==> src/rtl/lcd_text_ctrl.sv <==
// lcd_text_ctrl: HD44780-compatible character LCD controller.
// Holds a writable character buffer and refreshes it to the panel forever.
// Sequence: power-up wait, four init commands, then per line a DDRAM
// address command followed by that line's characters. Each byte transfer is
// SETUP (1 cycle) / HIGH (E=1) / LOW (E=0, stretched after the clear command).
module lcd_text_ctrl #(
  parameter int NUM_LINES       = 2,
  parameter int LINE_CHARS      = 16,
  parameter int INIT_WAIT_CYC   = 1000000,
  parameter int E_HIGH_CYC      = 1000000,
  parameter int E_LOW_CYC       = 1000000,
  parameter int CLEAR_EXTRA_CYC = 100000,
  localparam int DEPTH          = NUM_LINES * LINE_CHARS,
  localparam int AW             = (DEPTH > 1) ? $clog2(DEPTH) : 1
) (
  input  logic          clk_i,
  input  logic          rst_ni,
  input  logic          char_we_i,
  input  logic [AW-1:0] char_addr_i,
  input  logic [7:0]    char_data_i,
  output logic [7:0]    lcd_data_o,
  output logic          lcd_e_o,
  output logic          lcd_rs_o,
  output logic          lcd_rw_o,
  output logic          lcd_on_o,
  output logic          lcd_blon_o,
  output logic          init_done_o,
  output logic          frame_o
);

  // One shared timer covers the power-up wait and every byte phase, so it
  // is sized for the longest of them.
  localparam int LOW_MAX = E_LOW_CYC + CLEAR_EXTRA_CYC;
  localparam int HL_MAX  = (E_HIGH_CYC > LOW_MAX) ? E_HIGH_CYC : LOW_MAX;
  localparam int T_MAX   = (INIT_WAIT_CYC > HL_MAX) ? INIT_WAIT_CYC : HL_MAX;
  localparam int TW      = $clog2(T_MAX + 1);
  localparam int CW      = (LINE_CHARS > 1) ? $clog2(LINE_CHARS) : 1;

  localparam logic [TW-1:0] WAIT_END = TW'(INIT_WAIT_CYC - 1);
  localparam logic [TW-1:0] HIGH_END = TW'(E_HIGH_CYC - 1);
  localparam logic [TW-1:0] LOW_END  = TW'(E_LOW_CYC - 1);
  localparam logic [TW-1:0] CLR_END  = TW'(LOW_MAX - 1);
  localparam logic [CW-1:0] COL_LAST = CW'(LINE_CHARS - 1);
  localparam logic          LINE_LAST = (NUM_LINES == 2);
  localparam logic [7:0]    FUNC_SET = (NUM_LINES == 2) ? 8'h38 : 8'h30;

  // Sequencer states
  localparam logic [1:0] S_WAIT  = 2'd0;
  localparam logic [1:0] S_INIT  = 2'd1;
  localparam logic [1:0] S_LADDR = 2'd2;
  localparam logic [1:0] S_CHARS = 2'd3;

  // Byte transfer phases
  localparam logic [1:0] P_SETUP = 2'd0;
  localparam logic [1:0] P_HIGH  = 2'd1;
  localparam logic [1:0] P_LOW   = 2'd2;

  logic [1:0]    state_q, state_d;
  logic [1:0]    phase_q, phase_d;
  logic [TW-1:0] cnt_q, cnt_d;
  logic [1:0]    idx_q, idx_d;
  logic          line_q, line_d;
  logic [CW-1:0] col_q, col_d;
  logic [7:0]    data_q, data_d;
  logic          rs_q, rs_d;
  logic          e_q, e_d;
  logic          done_q, done_d;
  logic [7:0]    mem_q [DEPTH];
  logic [7:0]    mem_d [DEPTH];

  logic [TW-1:0] low_end;
  logic          byte_done;
  logic          load_char;

  // Init command ROM, in issue order.
  function automatic logic [7:0] init_cmd(input logic [1:0] idx);
    case (idx)
      2'd0:    init_cmd = FUNC_SET;
      2'd1:    init_cmd = 8'h0C;
      2'd2:    init_cmd = 8'h06;
      default: init_cmd = 8'h01;
    endcase
  endfunction

  // Buffer index of a (line, column) position.
  function automatic logic [AW-1:0] char_idx(input logic ln, input logic [CW-1:0] cl);
    char_idx = AW'(int'(ln) * LINE_CHARS + int'(cl));
  endfunction

  // The clear command needs a longer low phase before the panel accepts more.
  assign low_end = (!rs_q && (data_q == 8'h01)) ? CLR_END : LOW_END;

  // Buffer write port: out-of-range addresses are dropped.
  always_comb begin
    mem_d = mem_q;
    if (char_we_i && (int'(char_addr_i) < DEPTH)) begin
      mem_d[char_addr_i] = char_data_i;
    end
  end

  // NOTE: the buffer has a reset so the panel shows blanks until written;
  // that makes it a flop array rather than an inferable RAM.
  // Buffer storage.
  always_ff @(posedge clk_i or negedge rst_ni) begin
    if (!rst_ni) begin
      for (int i = 0; i < DEPTH; i++) mem_q[i] <= 8'h20;
    end else begin
      mem_q <= mem_d;
    end
  end

  // Sequencer and byte-phase timing; picks and latches the next byte.
  always_comb begin
    // NOTE: every variable gets a default here first; a path that leaves one
    // unassigned would infer a latch.
    state_d   = state_q;
    phase_d   = phase_q;
    cnt_d     = cnt_q;
    idx_d     = idx_q;
    line_d    = line_q;
    col_d     = col_q;
    data_d    = data_q;
    rs_d      = rs_q;
    e_d       = e_q;
    done_d    = done_q;
    byte_done = 1'b0;
    load_char = 1'b0;

    if (state_q == S_WAIT) begin
      if (cnt_q == WAIT_END) begin
        state_d = S_INIT;
        phase_d = P_SETUP;
        cnt_d   = '0;
        idx_d   = 2'd0;
        data_d  = init_cmd(2'd0);
        rs_d    = 1'b0;
      end else begin
        cnt_d = cnt_q + TW'(1);
      end
    end else begin
      case (phase_q)
        P_SETUP: begin
          phase_d = P_HIGH;
          e_d     = 1'b1;
          cnt_d   = '0;
        end
        P_HIGH: begin
          if (cnt_q == HIGH_END) begin
            phase_d = P_LOW;
            e_d     = 1'b0;
            cnt_d   = '0;
          end else begin
            cnt_d = cnt_q + TW'(1);
          end
        end
        P_LOW: begin
          if (cnt_q == low_end) begin
            byte_done = 1'b1;
            phase_d   = P_SETUP;
            cnt_d     = '0;
          end else begin
            cnt_d = cnt_q + TW'(1);
          end
        end
        default: phase_d = P_SETUP;
      endcase

      // At the end of a byte's low phase, the next byte's SETUP begins.
      if (byte_done) begin
        case (state_q)
          S_INIT: begin
            rs_d = 1'b0;
            if (idx_q == 2'd3) begin
              done_d  = 1'b1;
              state_d = S_LADDR;
              line_d  = 1'b0;
              data_d  = 8'h80;
            end else begin
              idx_d  = idx_q + 2'd1;
              data_d = init_cmd(idx_q + 2'd1);
            end
          end
          S_LADDR: begin
            state_d   = S_CHARS;
            col_d     = '0;
            rs_d      = 1'b1;
            load_char = 1'b1;
          end
          S_CHARS: begin
            if (col_q != COL_LAST) begin
              col_d     = col_q + CW'(1);
              rs_d      = 1'b1;
              load_char = 1'b1;
            end else begin
              state_d = S_LADDR;
              rs_d    = 1'b0;
              if (line_q != LINE_LAST) begin
                line_d = line_q + 1'b1;
                data_d = 8'hC0;
              end else begin
                line_d = 1'b0;
                data_d = 8'h80;
              end
            end
          end
          default: state_d = S_WAIT;
        endcase
      end
    end

    // The character is captured at the edge that opens its SETUP cycle, so a
    // write landing during SETUP only shows up on the next frame.
    if (load_char) begin
      data_d = mem_q[char_idx(line_d, col_d)];
    end
  end

  // Sequencer registers.
  always_ff @(posedge clk_i or negedge rst_ni) begin
    if (!rst_ni) begin
      state_q <= S_WAIT;
      phase_q <= P_SETUP;
      cnt_q   <= '0;
      idx_q   <= 2'd0;
      line_q  <= 1'b0;
      col_q   <= '0;
      data_q  <= 8'h00;
      rs_q    <= 1'b0;
      e_q     <= 1'b0;
      done_q  <= 1'b0;
    end else begin
      // NOTE: state registers use non-blocking assignment so every flop
      // samples the pre-edge values computed above.
      state_q <= state_d;
      phase_q <= phase_d;
      cnt_q   <= cnt_d;
      idx_q   <= idx_d;
      line_q  <= line_d;
      col_q   <= col_d;
      data_q  <= data_d;
      rs_q    <= rs_d;
      e_q     <= e_d;
      done_q  <= done_d;
    end
  end

  assign lcd_data_o  = data_q;
  assign lcd_e_o     = e_q;
  assign lcd_rs_o    = rs_q;
  assign lcd_rw_o    = 1'b0;
  assign lcd_on_o    = 1'b1;
  assign lcd_blon_o  = 1'b1;
  assign init_done_o = done_q;
  // High during the final low-phase cycle of the last character of a frame.
  assign frame_o     = (state_q == S_CHARS) && (phase_q == P_LOW) &&
                       (cnt_q == low_end) && (col_q == COL_LAST) &&
                       (line_q == LINE_LAST);

endmodule

==> config.mk <==
export PLATFORM = sky130hd
export DESIGN_NAME = lcd_text_ctrl
export DESIGN_NICKNAME = d
export VERILOG_FILES = /design/src/rtl/lcd_text_ctrl.sv
export SDC_FILE = /design/constraint.sdc
export NUM_CORES = 1
export LEC_CHECK = 0
export BUFFER_PORTS_ARGS = -buffer_cell sky130_fd_sc_hd__buf_2
export CORE_ASPECT_RATIO = 0.7
export CORE_MARGIN = 4
export CORE_UTILIZATION = 30
export DETAILED_ROUTE_END_ITERATION = 12
export SETUP_SLACK_MARGIN = 0.1
export SYNTH_ARGS = -nofsm -noshare
export SYNTH_HDL_FRONTEND = slang
export SYNTH_SLANG_ARGS = --single-unit
==> constraint.sdc <==
create_clock -name clk_i -period 4.2 [get_ports clk_i]
set_input_delay 0.21 -clock clk_i [delete_from_list [all_inputs] [get_ports clk_i]]
set_output_delay 0.21 -clock clk_i [all_outputs]
set_load 0.02 [all_outputs]
==> results of run 1 <==
synthesized netlist by cell type, types with 6 or more instances:
master | number | area, um^2
dfrtp_1 | 267 | 6680
mux2_2 | 258 | 2910
nand2_1 | 213 | 800
nor2_1 | 65 | 244
clkbuf_1 | 57 | 214
a21oi_1 | 51 | 255
nand3_1 | 43 | 215
and3_1 | 40 | 250
dfstp_2 | 32 | 841
o21ai_0 | 30 | 150
a211oi_1 | 28 | 210
buf_2 | 23 | 115
a311oi_1 | 19 | 166
a31oi_1 | 19 | 119
ha_1 | 15 | 188
inv_1 | 15 | 56.3
nor3_1 | 10 | 50.1
a22oi_1 | 9 | 67.6
xor2_1 | 8 | 70.1
a221oi_1 | 7 | 61.3
nand2b_1 | 7 | 43.8
nand4_1 | 7 | 43.8
nor3b_1 | 7 | 52.6
xnor2_1 | 7 | 61.3
buf_4 | 6 | 45.0
mux2i_1 | 6 | 60.1
final timing paths:
kind,startpoint,endpoint,slack [ps],depth (start not counted)
setup / recovery,cnt_q[16],lcd_data_o[2],220,12
hold / removal,char_data_i[3],mem_q[83],250,3
setup reg to reg,cnt_q[16],lcd_data_o[2],220,12
hold reg to reg,init_done_o,init_done_o,470,1
max in group asynchronous,rst_ni,mem_q[205],2730,3
min in group asynchronous,rst_ni,mem_q[247],320,2
final cells by class:
cell class | count | area (um^2) | area share
timing repair buffer | 71 | 566 | 0.0336
multi-input combinational | 938 | 6810 | 0.405
sequential | 299 | 7520 | 0.447
inverter | 18 | 72.6 | 0.00431
clock inverter | 15 | 253 | 0.0150
clock buffer | 37 | 796 | 0.0472
tap | 655 | 820 | 0.0487
worst max-delay path, stage by stage (launching register included):
cell and delay [ps]:
dfrtp_1 440, or4_4 570, nor4_4 300, mux2i_2 200, o41a_1 490, a311oi_4 350
buf_4 190, buf_12 200, a211oi_1 80, a31oi_1 320, nand3_1 230, a311oi_1 350
or3_1 150
metal layers:
layer,vias up,wire [um],GRT usage
li1,4844,-,-
met1,5614,20900,0.250
met2,425,16800,0.213
met3,60,4200,0.0500
met4,2,790,0.0297
met5,-,13,0
power by group:
group          leakage (nW)  total [mW]  internal (mW)  switching (mW)
clock                 0.517        2.93           1.76            1.17
sequential             3.78        3.65           3.40           0.251
combinational          2.99       0.895          0.501           0.394
total                  7.29        7.48           5.66            1.81
sequential cells by signal, summed over array words and instances (netlist names), 2 cells and up:
signal,count
cnt_q,21
mem_q,256
lcd_data_o,8
col_q,4
idx_q,2
phase_q,2
state_q,2
cells by family after synthesis:
logic type	Yosys count	share of synthesized area
AND/OR/NAND/NOR	424	0.131
XOR/XNOR	15	0.00888
AO/OA/AOI/OAI	215	0.102
flip-flops	299	0.508
buffers and inverters	109	0.0331
multiplexers	266	0.203
other	2	0.000508
adder cells (fa/ha/maj)	15	0.0127
through the flow:
stage | power [mW] | hold slack [ps] | cells | utilization
6_report | 7.48 | 247 | 2033 | 0.349
4_1_cts | 7.53 | 208 | 2032 | 0.349
3_3_place_gp | 4.55 | 374 | 1979 | 0.327
2_1_floorplan | 4.29 | -85.6 | 1346 | -
5_1_grt | 7.81 | 243 | 2033 | 0.349
3_5_place_dp | 4.59 | 390 | 1979 | 0.327
timing repair:
action,in CTS,in global routing
endpoints found under the setup margin,1,2
hold buffers,1,0
pin swaps,0,1
endpoints found under the hold margin,104,0
resized for setup,2,1
setup buffers,0,1
placed cells by master (no fill, tap or decap), types with 8 or more instances in the layout:
cell       instances
dfrtp_1          267
mux2_2           258
nand2_1          213
nor2_1            65
a21oi_1           51
nand3_1           43
and3_1            40
buf_4             36
dfstp_2           32
o21ai_0           29
clkbuf_16         29
a211oi_1          28
buf_2             26
a311oi_1          19
a31oi_1           18
inv_1             15
ha_1              15
nor3_1            10
a22oi_1            9
xor2_1             8
==> metrics.csv, run 1 <==
stage;metric;value;unit
yosys;ys_warn_count;0;
critical_path;cp.required;4710;ps
cts;clk_latency;570;ps
grt;grt_usage;0.159;
detailed_routing;postRouteAntennaNets;0;
cts;root_buffer;clkbuf_16;
cts;clk_pin_slew;70;ps
layout;stdcell_area;0.0168;mm^2
die;die_area;0.0530;mm^2
critical_path;crit_arrival;4490;ps
critical_path;cp_max_fo;35;
grt;antenna_found_initial;1;
yosys;synth_area_per_cell;11.0;um^2
detailed_routing;dr.pass1.iters;5;
layout;drive_gt1_frac;0.311;
sta;max_freq;0.251;GHz
sta;fin_ws;220;ps
placed_design;placed_area;0.0158;mm^2
cts;cts_max_path_buffers;3;
grt;overflow;0;
cts;cts.sinks;299;
cts;numCtsBuffers;28;
yosys;synthCells;1345;
detailed_routing;vias;10900;
die;dieHeight;194;um
sta;drv_slew;0;
sta;setup_viol;0;
die;fp.dieW;273;um
die;placement_rows;67;
run;drv_cap;0;
critical_path;path_class;reg2reg;
layout;areaGrowthSynthToFinish;13.8;%
detailed_routing;drt-total-wl;42.6;mm
grt;grt_pass1_wl;66.4;mm
yosys;synth_seq_area_share;0.508;
cts;htree_levels;1;
power;p_leak;7.29;nW
critical_path;start_kind;register;
die;start_util;0.306;
hold_path;worstHoldPathType;in2reg;
grt;grt_max_degree;123;
yosys;synth_cell_types;74;
power;vdd_drop_max;284;uV
power;power.density;444;mW/mm^2
layout;nets;1387;
placed_design;io_buffer_count;27;
placed_design;dpl.hpwl;28.2;mm
die;core;0.0483;mm^2
sta;fin_crit;3980;ps
grt;grt_pass1_vias;10800;
detailed_routing;post_drt_wl_per_cell;21.0;um
detailed_routing;drc;0;
cts;cts_tree;built;
outcome;outcome;complete, no violations;
layout;nFillCells;4818;
yosys;async_flop_share;1.00;
yosys;ys.flop_type;dfrtp_1;
sta;fin_crit_sh;0.948;
sta;rsz0062_at_grt;no;
sta;hold_viol;0;
sta;skew;14.5;ps
yosys;synth_edf_count;0;
detailed_routing;drt-initial-drc-count;1108;
die;ios;31;
placed_design;gp_congestion;0.891;
yosys;ys_ff_latch;299;
sta;worst_slew_pin_slew;1140;ps
detailed_routing;via_per_inst;5.38;
sta;slew_headroom;0.236;
yosys;netlist_area;0.0148;mm^2
layout;diodes;0;
placed_design;dp_slack;59.6;ps
critical_path;endpoint_kind;register;
sta;finalSetupTns;0;ps
No activity file was read; power rests on OpenSTA's default activity.
==> run 2: changes to the inputs <==
- CORE_ASPECT_RATIO: 0.7 -> not set
- CORE_UTILIZATION: 30 -> 55
- MAX_ROUTING_LAYER: not set -> met4
- PLACE_DENSITY: not set -> 0.71
==> run 2 against run 1 <==
  * Sequential cell count unchanged
  * Global-route usage grew 11 points
  * Setup slack better by 77 ps
  * Largest power group unchanged
  * Hold slack gained 5.5 ps
  * Maximum frequency increased by 2.0%
  * Non-clock buffer count is 9 lower
==> metrics.csv, run 2 (synthesized netlist as in run 1, its figures left out) <==
stage;metric;value;unit
grt;grt_usage;0.272;
cts;root_buffer;clkbuf_16;
detailed_routing;via_per_inst;6.28;
grt;antenna_found_initial;0;
critical_path;crit_path_end;lcd_data_o[0];
cts;cts_tree;built;
grt;grt_pass1_vias;10900;
critical_path;reg2reg_from;cnt_q[16];
cts;numCtsBuffers;31;
placed_design;io_buffer_count;27;
detailed_routing;drt-initial-drc-count;1066;
critical_path;rr_worst_depth;11;
placed_design;gp_congestion;0.881;
cts;cts.sinks;299;
hold_path;holdPathStages;3;
critical_path;reg2reg_slack;300;ps
power;power.density;443;mW/mm^2
die;fp.dieW;172;um
layout;mostFrequentLayoutCells;267 x dfrtp_1, 258 x mux2_2, 213 x nand2_1;
placed_design;dpl.hpwl;24.9;mm
power;vdd_drop_max;302;uV
layout;layout_commonest_cell;dfrtp_1;
cts;clk_latency;560;ps
critical_path;cp.required;4690;ps
critical_path;reg2reg_to;lcd_data_o[0];
die;start_util;0.563;
critical_path;crit_arrival;4390;ps
cts;clk_pin_slew;60;ps
sta;skew;8.96;ps
sta;slew_headroom;0.329;
sta;hold_viol;0;
die;core;0.0263;mm^2
cts;htree_levels;1;
sta;fin_crit_sh;0.929;
layout;diodes;0;
sta;finalSetupTns;0;ps
die;ios;31;
grt;overflow;0;
layout;final_util;0.620;
critical_path;crit_start;cnt_q[16];
sta;setup_viol;0;
grt;grt_max_degree;129;
detailed_routing;vias;10700;
sta;fin_ws;297;ps
detailed_routing;dr.pass1.iters;5;
layout;largest_reg_flops;256;
critical_path;path_class;reg2reg;
critical_path;start_kind;register;
power;p_leak;7.22;nW
die;placement_rows;59;
layout;drive_gt1_frac;0.309;
cts;postCtsSetupBuffers;0;
sta;rsz0062_at_grt;no;
hold_path;min_from;char_data_i[3];
detailed_routing;drc;0;
layout;areaGrowthSynthToFinish;10.0;%
critical_path;cp_max_fo;42;
sta;worst_slew_pin_slew;1010;ps
run;drv_cap;0;
detailed_routing;post_drt_wl_per_cell;22.3;um
die;dieHeight;172;um
detailed_routing;drt-total-wl;38.1;mm
cts;cts_max_path_buffers;3;
grt;grt_pass1_wl;61.3;mm
layout;top_register;mem_q;
outcome;outcome;complete, no violations;
die;die_area;0.0296;mm^2
sta;max_freq;0.256;GHz
detailed_routing;postRouteAntennaNets;0;
critical_path;endpoint_kind;register;
layout;nets;1381;
sta;fin_crit;3900;ps
placed_design;dp_slack;296;ps
sta;drv_slew;0;
hold_path;worstHoldPathType;in2reg;
## run 2: changes by cell type in the layout (fill, tap and decap cells not counted), sizes merged
cell      delta
clkinvlp     -1
clkbuf       +5
buf          -9
clkinv       +7
bufinv       -6
## run 2: layer usage
metal	vias to the layer above	track usage	wire, um
li1	4821	-	-
met1	5454	0.380	17000
met2	382	0.408	17500
met3	71	0.0533	2660
met4	0	0.0779	960
met5	-	-	0
## run 2: layout make-up
cell class / count / area [um^2]
clock buffers: 42 / 887
clock inverters: 15 / 104
fillers: 2127 / 10000
inverters: 18 / 72.6
multi-input cells: 938 / 6820
flip-flops and latches: 299 / 7520
well taps: 335 / 419
repair buffers: 62 / 460
## run 2: what timing repair did
item                                    in CTS  in global routing
hold buffers                                 1                  0
gates resized for setup                      0                  3
endpoints found under the hold margin      111                  0
endpoints found under the setup margin       0                  2
## run 2: worst min path at each step
stage	to	slack, ps
floorplan	cnt_q[0]	-90
global placement	mem_q[244]	390
detailed placement	mem_q[246]	390
CTS	mem_q[83]	220
global route	mem_q[83]	260
finish	mem_q[83]	250
## run 2: critical path, stage by stage (launching register included)
cell and delay [ps]:
dfrtp_1 430, or4_4 570, nor4_4 300, mux2i_2 210, o41a_1 490, a311oi_4 370, buf_12 290, a21oi_1 70
a22oi_1 220, o22ai_1 110, o31ai_1 540, a21o_1 210
## run 2: power by group
| part | switching [mW] | internal (mW) |
|---|---|---|
| registers | 0.251 | 3.41 |
| clock network | 1.14 | 1.53 |
| logic | 0.386 | 0.500 |
## run 2: metrics by stage
stage / power (mW) / instances / hold slack [ps] / area (um^2)
4_1_cts: 7.26 / 1709 / 218 / 16300
2_1_floorplan: 4.29 / 1346 / -85.6 / 14800
3_3_place_gp: 4.53 / 1651 / 389 / 15300
3_5_place_dp: 4.59 / 1651 / 392 / 15300
5_1_grt: 7.55 / 1709 / 261 / 16300
6_report: 7.21 / 1709 / 252 / 16300
==> run 3: changes to the inputs <==
- PLACE_DENSITY: 0.71 -> 0.77
==> run 3 against run 2 <==
  * Power increased by 1.3%
  * Die area unchanged
  * Non-clock buffer count unchanged
  * Hold slack got worse by 15 ps
  * Combinational power increased by 1%
  * Final cell count unchanged
  * Sequential cell count unchanged
  * Count of clock-buffer cells in the layout increased by 8
  * Highest routed layer unchanged
  * Largest cell class unchanged
  * Critical path type unchanged
==> metrics.csv, run 3 (synthesized netlist as in run 1, its figures left out) <==
stage;metric;value;unit
outcome;outcome;complete, no violations;
grt;overflow;0;
power;power.density;448;mW/mm^2
grt;grt_usage;0.279;
critical_path;rr_worst_depth;13;
sta;skew;13.0;ps
die;start_util;0.563;
critical_path;crit_arrival;4450;ps
power;vdd_drop_max;356;uV
die;die_area;0.0296;mm^2
grt;grt_pass1_vias;11200;
detailed_routing;postRouteAntennaNets;0;
grt;grt_pass1_wl;63.2;mm
layout;stdcell_area;0.0163;mm^2
detailed_routing;post_drt_wl_per_cell;23.1;um
sta;max_freq;0.253;GHz
detailed_routing;drc;0;
detailed_routing;vias;11100;
cts;numCtsBuffers;31;
die;fp.dieW;172;um
hold_path;holdPathStages;3;
critical_path;cp_max_fo;28;
detailed_routing;drt-initial-drc-count;1389;
placed_design;dpl.hpwl;25.7;mm
sta;hold_viol;0;
hold_path;worstHoldPathType;in2reg;
sta;drv_slew;0;
detailed_routing;drt-total-wl;39.5;mm
placed_design;placed_area;0.0152;mm^2
sta;rsz0062_at_grt;no;
hold_path;min_from;char_data_i[3];
critical_path;start_kind;register;
grt;grt_max_degree;107;
sta;fin_crit;3960;ps
cts;clk_pin_slew;60;ps
placed_design;dp_slack;-18.5;ps
layout;final_util;0.621;
layout;top_register;mem_q;
cts;htree_levels;1;
critical_path;cp.required;4700;ps
sta;fin_ws;244;ps
placed_design;io_buffer_count;27;
layout;areaGrowthSynthToFinish;10.3;%
cts;cts_max_path_buffers;3;
critical_path;endpoint_kind;register;
cts;clk_latency;560;ps
layout;largest_reg_flops;256;
sta;fin_crit_sh;0.942;
grt;antenna_found_initial;0;
cts;root_buffer;clkbuf_16;
sta;setup_viol;0;
run;drv_cap;0;
layout;nets;1381;
detailed_routing;dr.pass1.iters;5;
critical_path;path_class;reg2reg;
sta;slew_headroom;0.303;
die;core;0.0263;mm^2
layout;layout_commonest_cell;dfrtp_1;
sta;finalSetupTns;0;ps
placed_design;gp_congestion;0.890;
critical_path;crit_start;cnt_q[16];
cts;cts_tree;built;
sta;worst_slew_pin_slew;1040;ps
layout;drive_gt1_frac;0.306;
die;dieHeight;172;um
layout;diodes;0;
die;placement_rows;59;
power;p_leak;7.21;nW
cts;cts.sinks;299;
detailed_routing;via_per_inst;6.50;
layout;mostFrequentLayoutCells;267 x dfrtp_1, 258 x mux2_2, 213 x nand2_1;
critical_path;reg2reg_from;cnt_q[16];
die;ios;31;
==> run 3: worst paths after layout <==
kind,endpoint,slack [ps]
worst max-delay path,lcd_data_o[0],240
worst min register to register,mem_q[206],500
worst min-delay path,mem_q[83],240
min in group asynchronous,mem_q[255],260
max in group asynchronous,mem_q[21],2810
worst max register to register,lcd_data_o[0],240
==> run 3: per-stage QoR <==
step                      hold WS (ps)  cells  power [mW]
final                              237   1709        7.31
after global routing               269   1709        7.61
after CTS                          201   1703        7.33
after detailed placement           313   1645        4.61
after global placement             314   1645        4.55
after floorplan                  -85.6   1346        4.29
==> run 3: timing repair <==
item                                   in CTS  in global routing
resized for setup                           2                  2
endpoints found under the hold margin      91                  0
setup buffers                               0                  6
pin swaps                                   0                  2
setup endpoints to repair                   1                  8
hold buffers                                1                  0
==> run 3: where the power goes <==
group,switching (mW),internal [mW],total (mW)
Clock,1.12,1.60,2.73
Sequential,0.277,3.41,3.68
Combinational,0.396,0.501,0.897
Total,1.79,5.51,7.31
==> run 3: per-layer routing <==
layer  wire [um]  vias to the layer above  track usage
met5           0                        -            -
met3        3880                       93       0.0581
li1            -                     4827            -
met1       16600                     5607        0.393
met2       17900                      579        0.417
met4        1130                        0       0.0766
==> run 3: worst max-delay path, stage by stage, from the launching register on <==
cell and delay [ps]:
dfrtp_1 440, or4_4 570, nor4_4 290, mux2i_2 200
o41a_1 490, a311oi_4 270, buf_4 200, buf_4 130
buf_12 180, a21oi_1 60, a22oi_1 230, o22ai_1 140
o31ai_1 470, a21o_1 200
==> run 3: area by class of cell <==
class                   instances  area (um^2)
clock buffers                  50          957
clock inverters                 7         60.1
fillers                      2046         9960
inverters                      18         72.6
multi-input cells             938         6820
flip-flops and latches        299         7520
well taps                     335          419
repair buffers                 62          477
